$ cat config.mk
export PLATFORM = sky130hd
export DESIGN_NAME = if_stage
export DESIGN_NICKNAME = d
export VERILOG_FILES = /design/src/rtl/if_stage.sv
export SDC_FILE = /design/constraint.sdc
export NUM_CORES = 1
export LEC_CHECK = 0
export ABC_AREA = 0
export BUFFER_PORTS_ARGS = -buffer_cell sky130_fd_sc_hd__buf_2
export CAP_MARGIN = 25
export CELL_PAD_IN_SITES_DETAIL_PLACEMENT = 1
export CELL_PAD_IN_SITES_GLOBAL_PLACEMENT = 2
export CORE_MARGIN = 2
export CORE_UTILIZATION = 34
export DETAILED_ROUTE_END_ITERATION = 8
export MAX_ROUTING_LAYER = met4
export PLACE_DENSITY_LB_ADDON = 0.1
export RECOVER_POWER = 50
export SYNTH_ARGS = -nofsm -noshare
export SYNTH_HDL_FRONTEND = slang
export SYNTH_SLANG_ARGS = --single-unit
$ cat constraint.sdc
create_clock -name clk -period 6.8 [get_ports clk]
set_input_delay 0.34 -clock clk [delete_from_list [all_inputs] [get_ports clk]]
set_output_delay 0.34 -clock clk [all_outputs]
set_load 0.05 [all_outputs]
$ cat src/rtl/if_stage.sv
// Instruction fetch: owns the PC, drives the ROM and loads IF/ID; IF_ALIGN_CHECK_EN adds id_adel.
// Latency: one edge from inst_addr to id_inst (ROM is combinational).
// Backpressure: stall_pc freezes the PC (branches are parked in pending), stall_id freezes IF/ID.
module if_stage #(
   parameter logic [31:0] RESET_PC = 32'h0000_0000,
   parameter logic [31:0] NOP_INST = 32'h0000_0000
) (
   input  logic        clk,
   input  logic        rst,
   input  logic        stall_pc,
   input  logic        stall_id,
   input  logic        flush,
   input  logic [31:0] new_pc,
   input  logic        branch_flag,
   input  logic [31:0] branch_target,
   output logic        inst_ce,
   output logic [31:0] inst_addr,
   input  logic [31:0] inst_data,
   output logic [31:0] id_pc,
   output logic [31:0] id_inst,
`ifdef IF_ALIGN_CHECK_EN
   output logic        id_adel,
`endif
   output logic        id_valid
);

   logic [31:0] pc;
   logic [31:0] pend_pc;
   logic        pend_vld;
   logic        ce;
   logic        hold_pc;

   // stall_id without stall_pc is illegal upstream; treat it as a PC stall anyway
   assign hold_pc   = stall_pc | stall_id;
   assign inst_ce   = ce;
   assign inst_addr = pc;

   always_ff @(posedge clk or posedge rst) begin
      if (rst) begin
         ce       <= 1'b0;
         pc       <= RESET_PC;
         pend_pc  <= 32'h0;
         pend_vld <= 1'b0;
      end else begin
         ce <= 1'b1;
         if (ce) begin
            if (flush) begin
               pc       <= new_pc;
               pend_vld <= 1'b0;
            end else if (hold_pc) begin
               if (branch_flag) begin
                  pend_pc  <= branch_target;
                  pend_vld <= 1'b1;
               end
            end else if (branch_flag) begin
               // a fresh branch supersedes any parked target
               pc       <= branch_target;
               pend_vld <= 1'b0;
            end else if (pend_vld) begin
               pc       <= pend_pc;
               pend_vld <= 1'b0;
            end else begin
               pc <= pc + 32'd4;
            end
         end
      end
   end

`ifdef IF_ALIGN_CHECK_EN
   logic misalign;
   assign misalign = |pc[1:0];
`endif

   always_ff @(posedge clk or posedge rst) begin
      if (rst) begin
         id_pc    <= 32'h0;
         id_inst  <= NOP_INST;
         id_valid <= 1'b0;
`ifdef IF_ALIGN_CHECK_EN
         id_adel  <= 1'b0;
`endif
      end else if (flush) begin
         id_pc    <= 32'h0;
         id_inst  <= NOP_INST;
         id_valid <= 1'b0;
`ifdef IF_ALIGN_CHECK_EN
         id_adel  <= 1'b0;
`endif
      end else if (stall_id) begin
         id_pc    <= id_pc;
      end else if (stall_pc || !ce) begin
         id_inst  <= NOP_INST;
         id_valid <= 1'b0;
`ifdef IF_ALIGN_CHECK_EN
         id_adel  <= 1'b0;
`endif
      end else begin
         id_pc    <= pc;
         id_valid <= 1'b1;
`ifdef IF_ALIGN_CHECK_EN
         // misaligned fetch still occupies the slot so ID can raise the exception
         id_inst  <= misalign ? NOP_INST : inst_data;
         id_adel  <= misalign;
`else
         id_inst  <= inst_data;
`endif
      end
   end

endmodule

==> summary by stage, run 1 <==
Outcome
The flow ran to the end, but the final reports show violations. The final reports fail on max-capacitance violations, max-slew violations.

Global routing
The initial antenna violation count came to 0. The total global-route track usage is between 20% and 30%. Entering global routing, the biggest net connects 71 pins. The number of global-route vias before repair came to between 5000 and 6000. The first-pass GRT wire length is about 35 mm. After global routing the overflow that remains totals 0.

Route
The first TritonRoute pass finished after 4 iterations. The routed layout has 5651 vias. The final wirelength is roughly 22 mm.

After detailed routing, the number of remaining DRC violations is 0. The mean routed wirelength per cell is between 20 and 25 um. The ratio of routed vias to standard cells is 5.56.

The initial DRC count is 355. The final antenna-violating net count is 0.

Synthesis
The number of warning messages in the yosys log is 0. Counting every instance in the synthesized netlist gives 591. The flop and latch count out of synthesis is 131. Summed over all instances, the cell type with the most area after synthesis is sky130_fd_sc_hd__dfrtp_1. The number of synthesized flops with an enable pin is 0.

The post-synthesis average cell area is 10.6 um^2. By count the netlist is led by sky130_fd_sc_hd__dfrtp_1 (131), sky130_fd_sc_hd__a22o_1 (58), sky130_fd_sc_hd__nand2_1 (53), sky130_fd_sc_hd__o21ai_0 (38), sky130_fd_sc_hd__clkbuf_1 (35). The most used standard cell by instance count after synthesis is sky130_fd_sc_hd__dfrtp_1.

The proportion of synthesized flip-flops having asynchronous set or reset is 100%. The sequential element share of the synthesized area is 52.4%. The cell area that synthesis handed to floorplanning was 6250 um^2. The most used flip-flop cell after synthesis is sky130_fd_sc_hd__dfrtp_1. Sorting the synthesized cells by area gives the leading types as sky130_fd_sc_hd__dfrtp_1 (52%), sky130_fd_sc_hd__a22o_1 (8.1%), sky130_fd_sc_hd__mux2_2 (5.8%). Synthesis produced a netlist with a net count of approximately 690. The number of unique standard cell types used by synthesis is 59. The area share of the largest cell type after synthesis is 52.4%.

Worst setup path
Setup slack on the worst reg-to-reg path comes out at about 4 ns. The number of buffers and inverters on the critical path is 3. The delay of the slowest critical-path stage is 0.78 ns. The worst setup path is launched from a primary input.

In this run the worst setup path begins at flush. The largest individual stage delay along the critical path comes from the cell sky130_fd_sc_hd__clkinv_1. The category of cells accounting for the largest share of critical-path delay is buffers and inverters. The path depth of the worst reg2reg path is 5. Data on the critical path arrives at its endpoint at ~3.0 ns. The type of destination of the critical path is a register. Traced cell by cell, the critical path runs through buf_2 > buf_4 > clkinv_1 > o221ai_1 > nor3_1 > mux2_2 > or3b_2. The worst setup path is of the primary input to register kind. The required time reported for the critical path endpoint is 7.09 ns. Along the worst path, the maximum fanout reaches 44. The critical path crosses 7 cells after its start point. The startpoint of the most critical register-to-register path is inst_addr[7].

Placed design
Port buffering added 199 buffers. Detailed placement ended at an HPWL of 15.6 mm. The number of placed instances, taps included, is 983. Before CTS, the worst setup slack after placement is around 3.7 ns. The last weighted congestion value of the routability-driven placer is 0.849.

Layout
The number of antenna cells inserted is 0. The layout overhead on the synthesized area is 28.6%. The fraction of layout cells with a size suffix above 1 is 30.2%.

At the end of the flow, the number of nets in the layout was 877. Once layout is complete, the cells apart from fillers number 1016. At the end of the flow the core is filled with cells to 44.6%.

Floorplanning
The top-level I/O count is 200. The die covers 19500 um^2. The area inside the core boundary is around 18000 um^2. The die is 140 um tall.

The initial standard-cell utilization of the core is around a third. The die outline width is between 100 and 150 um. The initialized floorplan defines 49 standard-cell rows.

Timing
After layout, the worst path uses 40.3% of the clock period. The count of pins over their slew limit is 63. The maximum achievable frequency is 0.365 GHz.

The worst pin sits at a relative slew slack of -84.1%. Across all setup checks in the final design, the least slack found is 4.06 ns. The count of endpoints failing hold in the final timing report came to 0. Setup repair after global routing left no endpoint under its margin.

The minimum clock period is 2.74 ns. The worst setup skew after layout is 0.00915 ns. At the pin with the least slew margin, the transition time is 2.75 ns. Adding up every negative setup slack in the final design gives 0 ns. Setup violations remaining at the end of the flow were counted as 0.

CTS
The later pin in the worst-skew pair is clocked with a latency of between 0.4 and 0.5 ns. The count of instances resized after the clock tree is built is 0. The clock-pin slew of the registers on the worst-case setup and hold paths is roughly 0.06 ns. The number of buffers created by CTS is 17. The number of clock sinks seen by CTS is between 100 and 150.

The worst-case clock buffer depth is 2. After clock tree synthesis, the setup repair step added 0 buffers. The number of H-tree levels is 4. The CTS tree is yes.

In this run the clock root is driven by a sky130_fd_sc_hd__clkbuf_16. After clock tree synthesis, the flow added hold-fix buffers numbering 0.

Power and ir drop
The static leakage power is 3.64 nW. The design draws 2.48 mW. In this run the power density over the cells is ~310 nW/um^2. The peak supply drop is 0.000176 V.

Worst hold path
In this run the worst hold path is classified as primary input to register. The worst hold path begins at inst_data[6]. The number of stages on the worst hold path is 2.

Run
Across the run, the number of max-cap violations was 1.
==> cell usage in the layout (no fill, tap or decap), drive strengths merged, types with 11 or more instances in the layout <==
master / Yosys / final
mux2: 32 / 32
nor2: 27 / 27
o21ai: 39 / 39
inv: 11 / 11
clkbuf: 35 / 70
a21oi: 18 / 18
a22o: 58 / 58
dfrtp: 131 / 131
a221oi: 11 / 11
nand2: 53 / 53
buf: 10 / 160
nand2b: 13 / 13
nand3: 12 / 12
==> flip-flops by register name, summed over array words and instances, names as in the netlist <==
| name | flops |
|---|---|
| id_valid | 1 |
| pend_pc | 32 |
| id_inst | 32 |
| inst_addr | 32 |
| inst_ce | 1 |
| pend_vld | 1 |
| id_pc | 32 |
==> logic make-up after synthesis <==
family / synth area share [%]
XOR/XNOR: 0.561
AND/OR/NAND/NOR: 13.1
flip-flops: 52.4
other: 0.0600
adder cells (fa/ha/maj): 0.200
multiplexers: 6.25
AO/OA/AOI/OAI: 23.8
buffers and inverters: 3.62
==> final timing paths <==
path,end
worst max-delay path,inst_addr[29]
worst max register to register,inst_addr[29]
worst min register to register,id_pc[29]
max in group asynchronous,pend_pc[25]
worst min-delay path,id_inst[6]
min in group asynchronous,id_inst[21]
==> routing by layer <==
metal / wire length, um / share of wire [%] / track usage [%] / up-vias
met2: 10200 / 46 / 35.4 / 166
met4: 179 / 0.80 / 5.11 / 0
met5: 0 / 0 / - / -
met3: 1250 / 5.6 / 3.96 / 13
li1: - / - / - / 2616
met1: 10700 / 48 / 34.1 / 2856
==> per-stage QoR <==
| stage | hold slack [ns] | cell area [um^2] |
|---|---|---|
| floorplan | 0.457 | 6250 |
| global placement | 0.448 | 7460 |
| detailed placement | 0.459 | 7460 |
| CTS | 0.00994 | 8080 |
| global route | 0.127 | 8040 |
| finish | 0.136 | 8040 |
==> cell type report <==
cell class	instances	area [um^2]
fill	2076	9990
sequential	131	3280
multi-input combinational	402	2780
timing repair buffer	209	1030
clock buffer	21	470
tap	229	287
clock inverter	11	151
inverter	13	50.0
==> where the power goes <==
part | internal (mW) | switching, mW
Sequential | 0.871 | 0.111
Combinational | 0.162 | 0.371
Clock | 0.608 | 0.357
Total | 1.64 | 0.839
Note: power is estimated with default switching activity, not from simulation.
==> run 2: changes to the inputs <==
--- a/config.mk
+++ b/config.mk
@@ -11,7 +11,7 @@
 export CELL_PAD_IN_SITES_DETAIL_PLACEMENT = 1
 export CELL_PAD_IN_SITES_GLOBAL_PLACEMENT = 2
 export CORE_MARGIN = 2
-export CORE_UTILIZATION = 34
+export CORE_UTILIZATION = 28
 export DETAILED_ROUTE_END_ITERATION = 8
 export MAX_ROUTING_LAYER = met4
 export PLACE_DENSITY_LB_ADDON = 0.1
==> constraint.sdc (replaced) <==
create_clock -name clk -period 2.42 [get_ports clk]
set_input_delay 0.121 -clock clk [delete_from_list [all_inputs] [get_ports clk]]
set_output_delay 0.121 -clock clk [all_outputs]
set_load 0.05 [all_outputs]
==> run 2 against run 1 <==
Effect of this change:
- the flow still finishes with violations (max-capacitance violations, max-slew violations)
- clock skew rose by 0.0043 ns
- critical endpoint unchanged
- non-clock buffer count rose by 100
- critical path depth fell by 2
- sequential power rose to 2.7 times the previous value
==> summary by stage, run 2 (synthesis gave the netlist of run 1 again) <==
Outcome
Result of the run: finished, violations left (unchanged). Violations in the final reports: max-capacitance violations, max-slew violations (unchanged).

Timing
The final sum of negative setup slack is 0 ns (unchanged). The count of pins over their slew limit is 38 (was 63). The maximum achievable frequency is 0.433 GHz. RSZ-0062 raised after global routing: false (unchanged). The worst relative slew slack is -16.4% (was -84.1%).

The final worst-path cycle share is 95.4%. The worst hold margin is 0.0153 ns (was 0.136 ns). The smallest clock period supported by the final layout is computed as between 2 and 2.5 ns. The count of endpoints failing hold in the final timing report was 0 (unchanged).

The total setup violations reported at the end of the flow is 0 (unchanged). The worst setup skew after layout was 0.0135 ns (was 0.00915 ns). The transition at the pin with the smallest max-transition slack came to 1.74 ns (was 2.75 ns).

CTS
The CTS tree is yes (unchanged). The post-CTS setup-driven buffer insertion count is 0 (unchanged). The count of instances resized after the clock tree is built is 0 (unchanged). The number of buffers created by CTS is 17 (unchanged). The hold buffer count at cts is 66 (was 0). The worst-case clock buffer depth is 2 (unchanged). The root buffer cell is sky130_fd_sc_hd__clkbuf_16 (unchanged). The later-pin clock latency in the skew report is 0.44 ns (was 0.42 ns). The number of H-tree levels is 4 (unchanged). The number of clock sinks seen by CTS was 131 (unchanged). The clock-pin slew of the registers on the worst-case setup and hold paths was 0.06 ns (about the same).

Placed design
The count of input and output buffers came to 199 (unchanged). The total placed instance area is 7870 um^2 (was 7460 um^2). The last weighted congestion value of the routability-driven placer came to 0.875 (was 0.849).

The HPWL after detailed placement was 18.4 mm (was 15.6 mm).

Power and ir drop
The peak supply drop came to 0.000434 V (was 0.000176 V). The total power draw was 6.99 mW (was 2.48 mW). The power per cell area is 778 nW/um^2 (was 309 nW/um^2). The static leakage power is 3.95 nW (was 3.64 nW).

Worst setup path
The path depth of the worst reg2reg path came to 5 (unchanged). The delay of the slowest critical-path stage is 0.47 ns (was 0.78 ns). The launch point of the critical path is inst_addr[18] (was flush). Sequence of cells on the critical path: nand4_1 > or4_1 > nor4_2 > mux2_2 > or3b_2 (was buf_2 > buf_4 > clkinv_1 > o221ai_1 > nor3_1 > mux2_2 > or3b_2).

The critical path's slowest cell is sky130_fd_sc_hd__or4_1 (was sky130_fd_sc_hd__clkinv_1). The type of destination of the critical path was a register (unchanged). The startpoint-to-endpoint class of the critical path is register to register (was primary input to register). The required time reported for the critical path endpoint was 2.72 ns (was 7.09 ns). The category of cells accounting for the largest share of critical-path delay is simple AND/OR/NAND/NOR gates (was buffers and inverters). The startpoint of the most critical register-to-register path is inst_addr[18] (was inst_addr[7]). The worst path buffer plus inverter count is 0 (was 3).

The launching element type of the critical path was a register (was primary input). The capturing point of the worst reg2reg path is inst_addr[29] (unchanged). The maximum net fanout on the critical path came to 8 (was 44). The reg-to-reg setup timing slack was 0.11 ns (was 4.09 ns). The signal arrival time at the worst endpoint is 2.61 ns (was 3.03 ns).

Global routing
The number of global-route vias before repair came to 6513 (was 5736). The total global-route track usage is 22.4% (was 23.7%). The first-pass GRT wire length was 39.5 mm (was 34.8 mm). The total congestion overflow after global routing came to 0 (unchanged). The initial antenna violation count is 0 (unchanged). The largest net degree at the start of global routing is 39 (was 71).

Worst hold path
The critical hold path startpoint is new_pc[8] (was inst_data[6]). The number of stages on the worst hold path is 3 (was 2). The worst-case hold path end point is inst_addr[8] (was id_inst[6]). The worst min-delay path class is primary input to register (unchanged).

Route
The count of unresolved DRC violations after routing was 0 (unchanged). The total number of vias came to 6159 (was 5651). The mean routed wirelength per cell is 21.5 um (was 22.0 um). The final antenna-violating net count is 0 (unchanged). The initial DRC count is 323 (was 355). The ratio of routed vias to standard cells is 5.28 (was 5.56).

The first-pass iteration count of the detailed router came to 5 (was 4). The final wirelength came to 25.1 mm (was 22.3 mm).

Floorplanning
The y dimension of the die is 153 um (was 140 um). The top-level I/O count is 200 (unchanged). The initial standard-cell utilization of the core is 28.6% (was 34.7%). The row count came to 54 (was 49).

The die outline width is 153 um (was 140 um). The die area is 23500 um^2 (was 19500 um^2). The area inside the core boundary is 21900 um^2 (was 18000 um^2).

Layout
The leading cell type in the layout, fill and taps excluded is sky130_fd_sc_hd__buf_2 (unchanged). The fraction of layout cells with a size suffix above 1 is 31.0% (was 30.2%). The area of all placed cells without fillers came to 8990 um^2 (was 8040 um^2).

The area of combinational cells with multiple inputs is 2790 um^2 (was 2780 um^2). The number of nets at the end of the flow is 977 (was 877). Commonest cells after routing, fill and taps aside: sky130_fd_sc_hd__buf_2 (132), sky130_fd_sc_hd__dfrtp_1 (111), sky130_fd_sc_hd__clkbuf_1 (68) (was sky130_fd_sc_hd__buf_2 (151), sky130_fd_sc_hd__dfrtp_1 (131), sky130_fd_sc_hd__a22o_1 (58)).

The layout overhead on the synthesized area is 43.8% (was 28.6%). The area occupied by registers is 3300 um^2 (was 3280 um^2). The number of inserted filler cells in the final layout came to 2502 (was 2076). The number of antenna cells inserted is 0 (unchanged). The core utilization of the finished layout was 41.1% (was 44.6%).

Run
The max-cap check violation count is 1 (unchanged).
-- run 2: changes by cell type in the layout (fill, tap and decap cells not counted), moves of 2 or more --
cell	before	now
sky130_fd_sc_hd__buf_2	151	132
sky130_fd_sc_hd__clkbuf_1	50	68
sky130_fd_sc_hd__dfrtp_2	0	20
sky130_fd_sc_hd__bufinv_16	3	1
sky130_fd_sc_hd__buf_4	8	40
sky130_fd_sc_hd__dlygate4sd3_1	0	66
sky130_fd_sc_hd__buf_12	0	2
sky130_fd_sc_hd__dfrtp_1	131	111
sky130_fd_sc_hd__inv_6	1	3
sky130_fd_sc_hd__clkbuf_8	3	1
sky130_fd_sc_hd__clkbuf_4	0	2
-- run 2: routing by layer --
metal / part of all wire [%] / wire length (um) / vias to the layer above / track usage [%]
met5: 0 / 0 / - / -
met1: 47 / 11900 / 3135 / 30.7
li1: - / - / 2823 / -
met2: 46 / 11500 / 174 / 34.1
met3: 5.1 / 1280 / 27 / 4.59
met4: 1.5 / 376 / 0 / 5.42
-- run 2: report_power, final --
group          leakage [nW]  internal (mW)  switching, mW
Clock                 0.276           1.46           1.08
Combinational          2.02          0.586           1.18
Sequential             1.66           2.46          0.236
Total                  3.95           4.50           2.49
-- run 2: worst min-delay path: stages --
cell and delay, ns:
sky130_fd_sc_hd__buf_2 0.08, sky130_fd_sc_hd__nor2_1 0.04, sky130_fd_sc_hd__o31ai_1 0.17
-- run 2: through the flow --
stage | setup WS (ns) | instances
after floorplan | 0.0231 | 591
after global placement | 0.165 | 1069
after detailed placement | 0.136 | 1069
after CTS | 0.117 | 1167
after global routing | 0.000181 | 1167
final | 0.112 | 1167
-- run 2: layout make-up --
type	instances	share of cell area, %
Sequential cell	131	36.7
Multi-Input combinational cell	402	31.0
Timing Repair Buffer	309	21.4
Clock buffer	19	4.93
Tap cell	280	3.90
Clock inverter	13	1.42
Inverter	13	0.557
-- run 2: worst max-delay path by stage --
stage                                to  slack, ns  depth (start not counted)
final                     inst_addr[29]       0.11                          5
after global routing      inst_addr[29]     0.0002                          5
after CTS                 inst_addr[29]       0.12                          5
after detailed placement  inst_addr[29]       0.14                          5
after global placement    inst_addr[29]       0.16                          5
after floorplan           inst_addr[29]       0.02                          6
==> run 3: changes to the inputs <==
--- a/config.mk
+++ b/config.mk
@@ -10,12 +10,13 @@
 export CAP_MARGIN = 25
 export CELL_PAD_IN_SITES_DETAIL_PLACEMENT = 1
 export CELL_PAD_IN_SITES_GLOBAL_PLACEMENT = 2
-export CORE_MARGIN = 2
+export CORE_MARGIN = 5
 export CORE_UTILIZATION = 28
 export DETAILED_ROUTE_END_ITERATION = 8
 export MAX_ROUTING_LAYER = met4
 export PLACE_DENSITY_LB_ADDON = 0.1
 export RECOVER_POWER = 50
+export SKIP_CTS_REPAIR_TIMING = 1
 export SYNTH_ARGS = -nofsm -noshare
 export SYNTH_HDL_FRONTEND = slang
 export SYNTH_SLANG_ARGS = --single-unit
==> run 3 against run 2 <==
Effect of this change:
- the flow now finishes without violations
- wire length grew 2.1%
- clock skew grew 0.0092 ns
- fmax grew 0.99%
- critical path depth is the same
==> summary by stage, run 3 (synthesis gave the netlist of run 1 again) <==
Worst setup path
The startpoint-to-endpoint class of the critical path was register to register (unchanged). The type of destination of the critical path is a register (unchanged). The critical path's slowest cell is sky130_fd_sc_hd__or3_1 (was sky130_fd_sc_hd__or4_1). The launching element type of the critical path is a register (unchanged). The category of cells accounting for the largest share of critical-path delay is simple AND/OR/NAND/NOR gates (unchanged). The worst path buffer plus inverter count is 0 (unchanged). The signal arrival time at the worst endpoint is 2.59 ns (was 2.61 ns). The maximum net fanout on the critical path is 8 (unchanged). The delay of the slowest critical-path stage is 0.46 ns (was 0.47 ns). Sequence of cells on the critical path: nand3_4 > or3_1 > nor4_2 > mux2_2 > or3b_2 (was nand4_1 > or4_1 > nor4_2 > mux2_2 > or3b_2).

The required time reported for the critical path endpoint is 2.72 ns (about the same).

Floorplanning
The y dimension of the die is 159 um (was 153 um). The initial standard-cell utilization of the core came to 28.6% (unchanged). The top-level I/O count is 200 (unchanged). The die outline width is 159 um (was 153 um).

The row count came to 54 (unchanged). The die area is 25400 um^2 (was 23500 um^2). The area inside the core boundary is 21900 um^2 (unchanged).

Layout
The area of combinational cells with multiple inputs is 2790 um^2 (unchanged). The area occupied by registers is 3300 um^2 (unchanged). The leading cell type in the layout, fill and taps excluded is sky130_fd_sc_hd__buf_2 (unchanged).

The area of all placed cells without fillers came to 9050 um^2 (was 8990 um^2). The fraction of layout cells with a size suffix above 1 is 32.9% (was 31.0%). The layout overhead on the synthesized area is 44.7% (was 43.8%).

The number of antenna cells inserted is 0 (unchanged). The number of inserted filler cells in the final layout is 2483 (was 2502). The number of nets at the end of the flow was 972 (was 977). Commonest cells after routing, fill and taps aside: sky130_fd_sc_hd__buf_2 (150), sky130_fd_sc_hd__dfrtp_1 (111), sky130_fd_sc_hd__dlygate4sd3_1 (65) (was sky130_fd_sc_hd__buf_2 (132), sky130_fd_sc_hd__dfrtp_1 (111), sky130_fd_sc_hd__clkbuf_1 (68)). The core utilization of the finished layout was 41.3% (was 41.1%).

CTS
The worst-case clock buffer depth came to 2 (unchanged). The number of buffers created by CTS is 17 (unchanged). The clock-pin slew of the registers on the worst-case setup and hold paths was 0.06 ns (about the same). The later-pin clock latency in the skew report is 0.43 ns (was 0.44 ns). The number of H-tree levels is 4 (unchanged). The CTS tree is yes (unchanged). The number of clock sinks seen by CTS is 131 (unchanged). The root buffer cell is sky130_fd_sc_hd__clkbuf_16 (unchanged).

Placed design
The count of input and output buffers is 199 (unchanged). The last weighted congestion value of the routability-driven placer came to 0.835 (was 0.875). The HPWL after detailed placement came to 18.5 mm (was 18.4 mm). The total placed instance area is 7840 um^2 (was 7870 um^2).

Timing
RSZ-0062 raised after global routing: false (unchanged). The maximum achievable frequency is 0.438 GHz (was 0.433 GHz). The transition at the pin with the smallest max-transition slack is 1.32 ns (was 1.74 ns). The final sum of negative setup slack is 0 ns (unchanged). The count of pins over their slew limit is 0 (was 38). The worst setup skew after layout is 0.0227 ns (was 0.0135 ns). The minimum clock period came to 2.29 ns (was 2.31 ns). The worst relative slew slack was 12.3% (was -16.4%).

The count of endpoints failing hold in the final timing report is 0 (unchanged). The final worst-path cycle share is 94.4% (was 95.4%). The total setup violations reported at the end of the flow is 0 (unchanged).

Outcome
Result of the run: finished clean (was finished, violations left).

Route
The first-pass iteration count of the detailed router is 5 (unchanged). The final wirelength is 25.6 mm (was 25.1 mm). The ratio of routed vias to standard cells is 5.21 (was 5.28).

The final antenna-violating net count was 0 (unchanged). The initial DRC count is 410 (was 323). The count of unresolved DRC violations after routing is 0 (unchanged). The total number of vias came to 6054 (was 6159). The mean routed wirelength per cell is 22.0 um (was 21.5 um).

Global routing
The total congestion overflow after global routing came to 0 (unchanged). The number of global-route vias before repair was 6123 (was 6513). The total global-route track usage is 20.1% (was 22.4%). The initial antenna violation count is 0 (unchanged). The first-pass GRT wire length came to 38.8 mm (was 39.5 mm). The largest net degree at the start of global routing is 90 (was 39).

Run
The max-cap check violation count came to 0 (was 1).

Power and ir drop
The total power draw came to 7.24 mW (was 6.99 mW). The peak supply drop is 0.000378 V (was 0.000434 V). The power per cell area is 800 nW/um^2 (was 778 nW/um^2). The static leakage power is 4.04 nW (was 3.95 nW).

Worst hold path
The worst min-delay path class was primary input to register (unchanged).
==> run 3: cell types whose count changed in the layout (fill, tap and decap cells not counted), sizes merged <==
cell	before	now
buf	174	188
clkinv	8	9
dlygate4sd3	66	65
inv	14	12
clkbuf	88	68
bufinv	1	4
==> run 3: power by group <==
group / internal, mW / leakage, nW / switching (mW) / total (mW)
logic: 0.583 / 2.08 / 1.17 / 1.75
clock network: 1.73 / 0.304 / 1.05 / 2.78
registers: 2.46 / 1.66 / 0.242 / 2.70
total: 4.78 / 4.04 / 2.46 / 7.24
==> run 3: worst reg2reg max path: cells and delay by family, from the launching register on <==
kind          cells  cell delay, ns
simple gates      4            1.36
flops             1            0.45
mux               1            0.37
==> run 3: layout make-up <==
cell class                      instances  area share (%)
Clock buffer                           17            4.70
Clock inverter                         15            2.28
Inverter                               13           0.581
Multi-Input combinational cell        402            30.8
Sequential cell                       131            36.5
Tap cell                              280            3.87
Timing Repair Buffer                  304            21.2
==> run 3: path summary, 6_finish.rpt <==
check	end	cells after the start	start	slack, ns
setup / recovery	inst_addr[29]	5	inst_addr[8]	0.13
hold / removal	inst_addr[0]	3	new_pc[0]	0.003
setup reg to reg	inst_addr[29]	5	inst_addr[8]	0.13
hold reg to reg	id_valid	2	id_valid	0.48
max in group asynchronous	inst_addr[2]	4	rst	0.76
min in group asynchronous	id_pc[13]	4	rst	0.64
==> run 3: layer usage <==
metal,track usage (%),part of all wire [%]
met1,28.7,47
met2,29.8,47
met3,3.57,5.0
met4,4.69,1.1
met5,-,0
==> run 3: stage by stage <==
step | hold slack, ns | setup slack, ns | cells
detailed placement | 0.317 | 0.116 | 1065
global route | 0.00938 | 0.0468 | 1162
global placement | 0.311 | 0.148 | 1065
CTS | -0.137 | 0.112 | 1097
floorplan | 0.238 | 0.0231 | 591
finish | 0.00254 | 0.135 | 1162
